### config.mk
export PLATFORM = sky130hd
export DESIGN_NAME = wb_dest_tracker
export DESIGN_NICKNAME = d
export VERILOG_FILES = /design/src/rtl/cpu_pkg.sv /design/src/rtl/pipe_stage_reg.sv /design/src/rtl/wb_dest_tracker.sv
export SDC_FILE = /design/constraint.sdc
export NUM_CORES = 1
export LEC_CHECK = 0
export ABC_AREA = 0
export BUFFER_PORTS_ARGS = -buffer_cell sky130_fd_sc_hd__buf_2
export CORE_MARGIN = 10
export CORE_UTILIZATION = 45
export CTS_BUF_LIST = sky130_fd_sc_hd__clkbuf_16
export DETAILED_ROUTE_END_ITERATION = 8
export PLACE_DENSITY = 0.76
export SLEW_MARGIN = 0
export SYNTH_ARGS = -nofsm -noshare
export SYNTH_HDL_FRONTEND = slang
export SYNTH_SLANG_ARGS = --single-unit
### constraint.sdc
create_clock -name clk -period 1.58 [get_ports clk]
set_input_delay 0.316 -clock clk [delete_from_list [all_inputs] [get_ports clk]]
set_output_delay 0.316 -clock clk [all_outputs]
set_load 0.01 [all_outputs]
### src/rtl/cpu_pkg.sv
// Shared types and constants for the write-back destination tracking pipeline.
// Defines the per-stage record, the bubble value and the hazard FSM states.
package cpu_pkg;

    localparam int REG_ADDR_W = 3;
    localparam int CNT_W      = 2;

    typedef struct packed {
        logic [REG_ADDR_W-1:0] rdst;
        logic                  wb;
        logic                  memr;
    } stage_t;

    localparam int     STAGE_W = $bits(stage_t);
    localparam stage_t BUBBLE  = '0;

    typedef enum logic {
        IDLE  = 1'b0,
        STALL = 1'b1
    } state_t;

endpackage

### src/rtl/pipe_stage_reg.sv
// One pipeline stage record with hold, clear-to-bubble and async reset.
// Hold has priority over clear so a frozen stage keeps its contents.
module pipe_stage_reg
    import cpu_pkg::*;
(
    input  logic               clk,
    input  logic               rst_n,
    input  logic               hold_i,
    input  logic               clear_i,
    input  logic [STAGE_W-1:0] d_i,
    output logic [STAGE_W-1:0] q_o
);

    logic [STAGE_W-1:0] stage_q;
    logic [STAGE_W-1:0] stage_d;

    // NOTE: the default assignment first keeps this block free of inferred latches.
    always_comb begin
        stage_d = d_i;
        if (hold_i) begin
            stage_d = stage_q;
        end else if (clear_i) begin
            stage_d = BUBBLE;
        end
    end

    // NOTE: state is updated with non-blocking assignments only.
    always_ff @(posedge clk or negedge rst_n) begin
        if (!rst_n) begin
            stage_q <= BUBBLE;
        end else begin
            stage_q <= stage_d;
        end
    end

    assign q_o = stage_q;

endmodule

### src/rtl/wb_dest_tracker.sv
// Carries destination/write-back/load fields through EX, MEM and WB, detects
// load-use hazards and inserts bubbles, honouring flush and memory-busy freezes.
module wb_dest_tracker
    import cpu_pkg::*;
#(
    parameter int STALL_CYCLES = 1
) (
    input  logic                  clk,
    input  logic                  rst_n,
    input  logic [REG_ADDR_W-1:0] Rdst_id,
    input  logic                  WB_id,
    input  logic                  MEMR_id,
    input  logic [REG_ADDR_W-1:0] Rsrc1_id,
    input  logic [REG_ADDR_W-1:0] Rsrc2_id,
    input  logic                  use1_id,
    input  logic                  use2_id,
    input  logic                  flush,
    input  logic                  mem_busy,
    output logic [REG_ADDR_W-1:0] Rdst_ex,
    output logic                  WB_ex,
    output logic                  MEMR_ex,
    output logic [REG_ADDR_W-1:0] Rdst_mem,
    output logic                  WB_mem,
    output logic [REG_ADDR_W-1:0] Rdst_wb,
    output logic                  WB_wb,
    output logic                  stall_id
);

    stage_t             id_rec;
    stage_t             ex_q;
    stage_t             mem_q;
    stage_t             wb_q;
    state_t             state_q;
    state_t             state_d;
    logic [CNT_W-1:0]   cnt_q;
    logic [CNT_W-1:0]   cnt_d;
    logic               hazard;
    logic               stall_req;
    logic               freeze;

    assign id_rec = '{rdst: Rdst_id, wb: WB_id, memr: MEMR_id};

    // A writing load in EX whose destination feeds an operand actually read in ID.
    assign hazard = ex_q.wb & ex_q.memr &
                    ((use1_id & (Rsrc1_id == ex_q.rdst)) |
                     (use2_id & (Rsrc2_id == ex_q.rdst)));

    assign stall_req = (state_q == STALL) | hazard;
    assign freeze    = mem_busy & ~flush;

    pipe_stage_reg u_ex (
        .clk     (clk),
        .rst_n   (rst_n),
        .hold_i  (freeze),
        .clear_i (flush | stall_req),
        .d_i     (id_rec),
        .q_o     (ex_q)
    );

    pipe_stage_reg u_mem (
        .clk     (clk),
        .rst_n   (rst_n),
        .hold_i  (freeze),
        .clear_i (1'b0),
        .d_i     (ex_q),
        .q_o     (mem_q)
    );

    pipe_stage_reg u_wb (
        .clk     (clk),
        .rst_n   (rst_n),
        .hold_i  (1'b0),
        .clear_i (freeze),
        .d_i     (mem_q),
        .q_o     (wb_q)
    );

    always_ff @(posedge clk or negedge rst_n) begin
        if (!rst_n) begin
            state_q <= IDLE;
            cnt_q   <= '0;
        end else begin
            state_q <= state_d;
            cnt_q   <= cnt_d;
        end
    end

    always_comb begin
        state_d = state_q;
        cnt_d   = cnt_q;
        if (flush) begin
            state_d = IDLE;
            cnt_d   = '0;
        end else if (!mem_busy) begin
            unique case (state_q)
                IDLE: begin
                    if (hazard) begin
                        cnt_d   = CNT_W'(STALL_CYCLES - 1);
                        state_d = (STALL_CYCLES > 1) ? STALL : IDLE;
                    end
                end
                STALL: begin
                    cnt_d = cnt_q - 1'b1;
                    if (cnt_q == CNT_W'(1)) begin
                        state_d = IDLE;
                    end
                end
                default: begin
                    state_d = IDLE;
                    cnt_d   = '0;
                end
            endcase
        end
    end

    always_comb begin
        stall_id = 1'b0;
        if (!flush) begin
            stall_id = mem_busy | stall_req;
        end
    end

    assign Rdst_ex  = ex_q.rdst;
    assign WB_ex    = ex_q.wb;
    assign MEMR_ex  = ex_q.memr;
    assign Rdst_mem = mem_q.rdst;
    assign WB_mem   = mem_q.wb;
    assign Rdst_wb  = wb_q.rdst;
    assign WB_wb    = wb_q.wb;

endmodule

==> impl_results.md <==
- Status: finished, violations left
- Failing checks: setup timing
- Min-delay worst type: input pin to flop
- Routed Antenna Nets: 0
- Register-to-register setup slack: 0.28 ns
- Clock buffer depth: 2
- Syn-to-layout area delta: 41.3%
- # DRC: 0
- First-pass GRT wire length: 2.93 mm
- Post-DP HPWL: 1.38 mm
- Htree depth: 1
- Mapped Cells: 69
- Crit path launch type: flop
- Clk_skew: between 0.002 and 0.0025 ns
- Placement Rows: 14
- Max Cap Viol: 0
- Final worst slack: -0.126 ns
- Min cycle time layout: 1.71 ns
- Tot Pwr: about 1.1 mW
- Achievable Freq: 0.586 GHz
- CTS root buf: clkbuf_16
- Cell taking the most area after synthesis: dfrtp_1
- Top cells by area, synth: dfrtp_1 54%, xnor2_1 7.1%, mux2_2 6.1%, nand3b_1 5.1%, nand2_1 4.6%
- Yosys warnings: 0
- Worst Max-Slew Pin Slew: 0.441 ns
- Synth Register Bits: 16
- GRT Residual Overflow: 0
- DP Area: 917 um2
- Layout cells sized above 1: 0.439
- Vias in the first global route: roughly 640
- Fin nets: roughly 130
- Pre-Repair DR Iteration Count: 4
- Lkg Pwr: 0.530 nW
- Top FF cell, synth: dfrtp_1
- Clock slew at reported path FFs: 0.05 ns
- Tot GR Track Use: 0.105
- Initial drt markers: 7
- Core area: 1520 um2
- Initial antenna violation count: 0
- CTS Buf Count: 3
- Final Core Density: 0.686
- Starting Density: 0.485
- Clk Latency, worst-skew pair: 0.24 ns
- Hold WS: about 0.32 ns
- Io pins: 31
- DIE WIDTH: 60.5 um
- Asr flop ratio synth: 1.00
- Final Non-Filler Cells: 123
- Mapped Nets: between 80 and 90
- VDD IR max: between 0.8 and 0.9 mV
- WS Path Type: flop to output pin
- Post-Place Cells: 115
- Placer Congestion: between 0.7 and 0.8
- Pins Over Slew Limit: 0
- Mapped Area: 739 um2
- Max Fanout on Critical Path: 4
- Total Die Area: between 3000 and 4000 um2
- Largest net degree at the start of global routing: 17
- Vias per cell: 5.11
- CTS tree: built
- Port Buf Inserts: 30
- # clock sinks: 16
- Share of Yosys cell area claimed by the top area cell type: 0.541
- Cell area after layout: 1040 um2
- N_diodes: 0
- Wirelength per Cell: 15.6 um
- Post-synth cell types: 20
- Final setup vio count: 1
- Post-synth EDFFs: 0
- Most frequent cell after synthesis: dfrtp_1
- Final hold vios: 0
- Power per cell area: about 1000 nW/um2
- Type of destination of the critical path: output pin
- Sequential fraction of the synthesis area: 0.541
- Max-slew headroom: 0.705
- RSZ-0062 raised after global routing: yes
- Vias: 628
- Worst path required time: 1.26 ns
- Drt total wl: roughly 1.9 mm
- Die H: 60.5 um
- Final worst path period share: 1.08
- Worst Path Arrival: 1.39 ns
- Top cells by count, synth: 16 x dfrtp_1, 9 x nand2_1, 6 x o21ai_0, 6 x xnor2_1
- Syn Area/Cell: 10.7 um2
## power by group
| part | switching, mW | internal [mW] |
|---|---|---|
| sequential | 0.0155 | 0.432 |
| combinational | 0.0671 | 0.0716 |
| clock | 0.153 | 0.335 |
| total | 0.236 | 0.839 |
## path summary, 6_finish.rpt
| kind | startpoint | end | depth (start not counted) |
|---|---|---|---|
| max | u_ex.q_o[2] | stall_id | 5 |
| min | flush | cnt_q[1] | 2 |
| max reg2reg | u_ex.q_o[2] | u_ex.q_o[3] | 5 |
| min reg2reg | u_mem.q_o[4] | u_wb.q_o[4] | 1 |
| max in group asynchronous | rst_n | u_ex.q_o[4] | 2 |
| min in group asynchronous | rst_n | state_q | 2 |
## timing repair
action / in CTS / in global routing
endpoints found under the hold margin: 16 / 0
buffers inserted: 3 / 0
resized for setup: 3 / 0
hold buffers: 1 / 0
setup endpoints to repair: 1 / 1
pin swaps: 5 / 0
## placed cells by master, fill, tap and decap left out, types with 2 or more instances in the layout
master	instances
mux2_2	4
nand3b_1	5
nand4_1	2
dfrtp_1	15
buf_2	30
xnor2_2	2
buf_4	6
o21ai_0	6
inv_1	2
xnor2_1	4
nand2_1	9
nor2_1	3
clkbuf_16	3
nor2b_1	5
## logic make-up after synthesis
group,Yosys count,synth area share
flip-flops,16,0.541
AND/OR/NAND/NOR,26,0.188
AO/OA/AOI/OAI,11,0.0914
multiplexers,4,0.0609
buffers and inverters,5,0.0305
adder cells (fa/ha/maj),1,0.0169
XOR/XNOR,6,0.0711
## per-stage QoR
step	TNS, ns	setup slack, ns
after floorplan	0	0.119
after global placement	0	0.0968
after detailed placement	0	0.0950
after CTS	-0.142	-0.142
after global routing	-0.198	-0.198
final	-0.126	-0.126
## state kept, by name, indices dropped and copies added, names as in the netlist
register / flops
u_mem.q_o: 4
u_wb.q_o: 4
state_q: 1
cnt_q: 2
u_ex.q_o: 5
## critical path: stages (launching register included)
cell     delay, ns
dfrtp_1       0.42
xnor2_1       0.16
nand4_1       0.13
a21oi_2       0.19
o31a_1        0.13
buf_2         0.12
## layout make-up
type | count | area (um2)
Inverter | 2 | 7.51
Timing Repair Buffer | 37 | 205
Multi-Input combinational cell | 48 | 332
Sequential cell | 16 | 402
Clock buffer | 3 | 75.1
Fill cell | 126 | 479
Clock inverter | 1 | 3.75
Tap cell | 16 | 20.0
## metal layers
layer | track usage | vias to the layer above | part of all wire
li1 | - | 310 | -
met1 | 0.108 | 295 | 0.38
met2 | 0.188 | 19 | 0.53
met3 | 0.0459 | 4 | 0.079
met4 | 0.0282 | 0 | 0.0099
met5 | 0 | - | 0
Power figures use the tool's default switching activity.
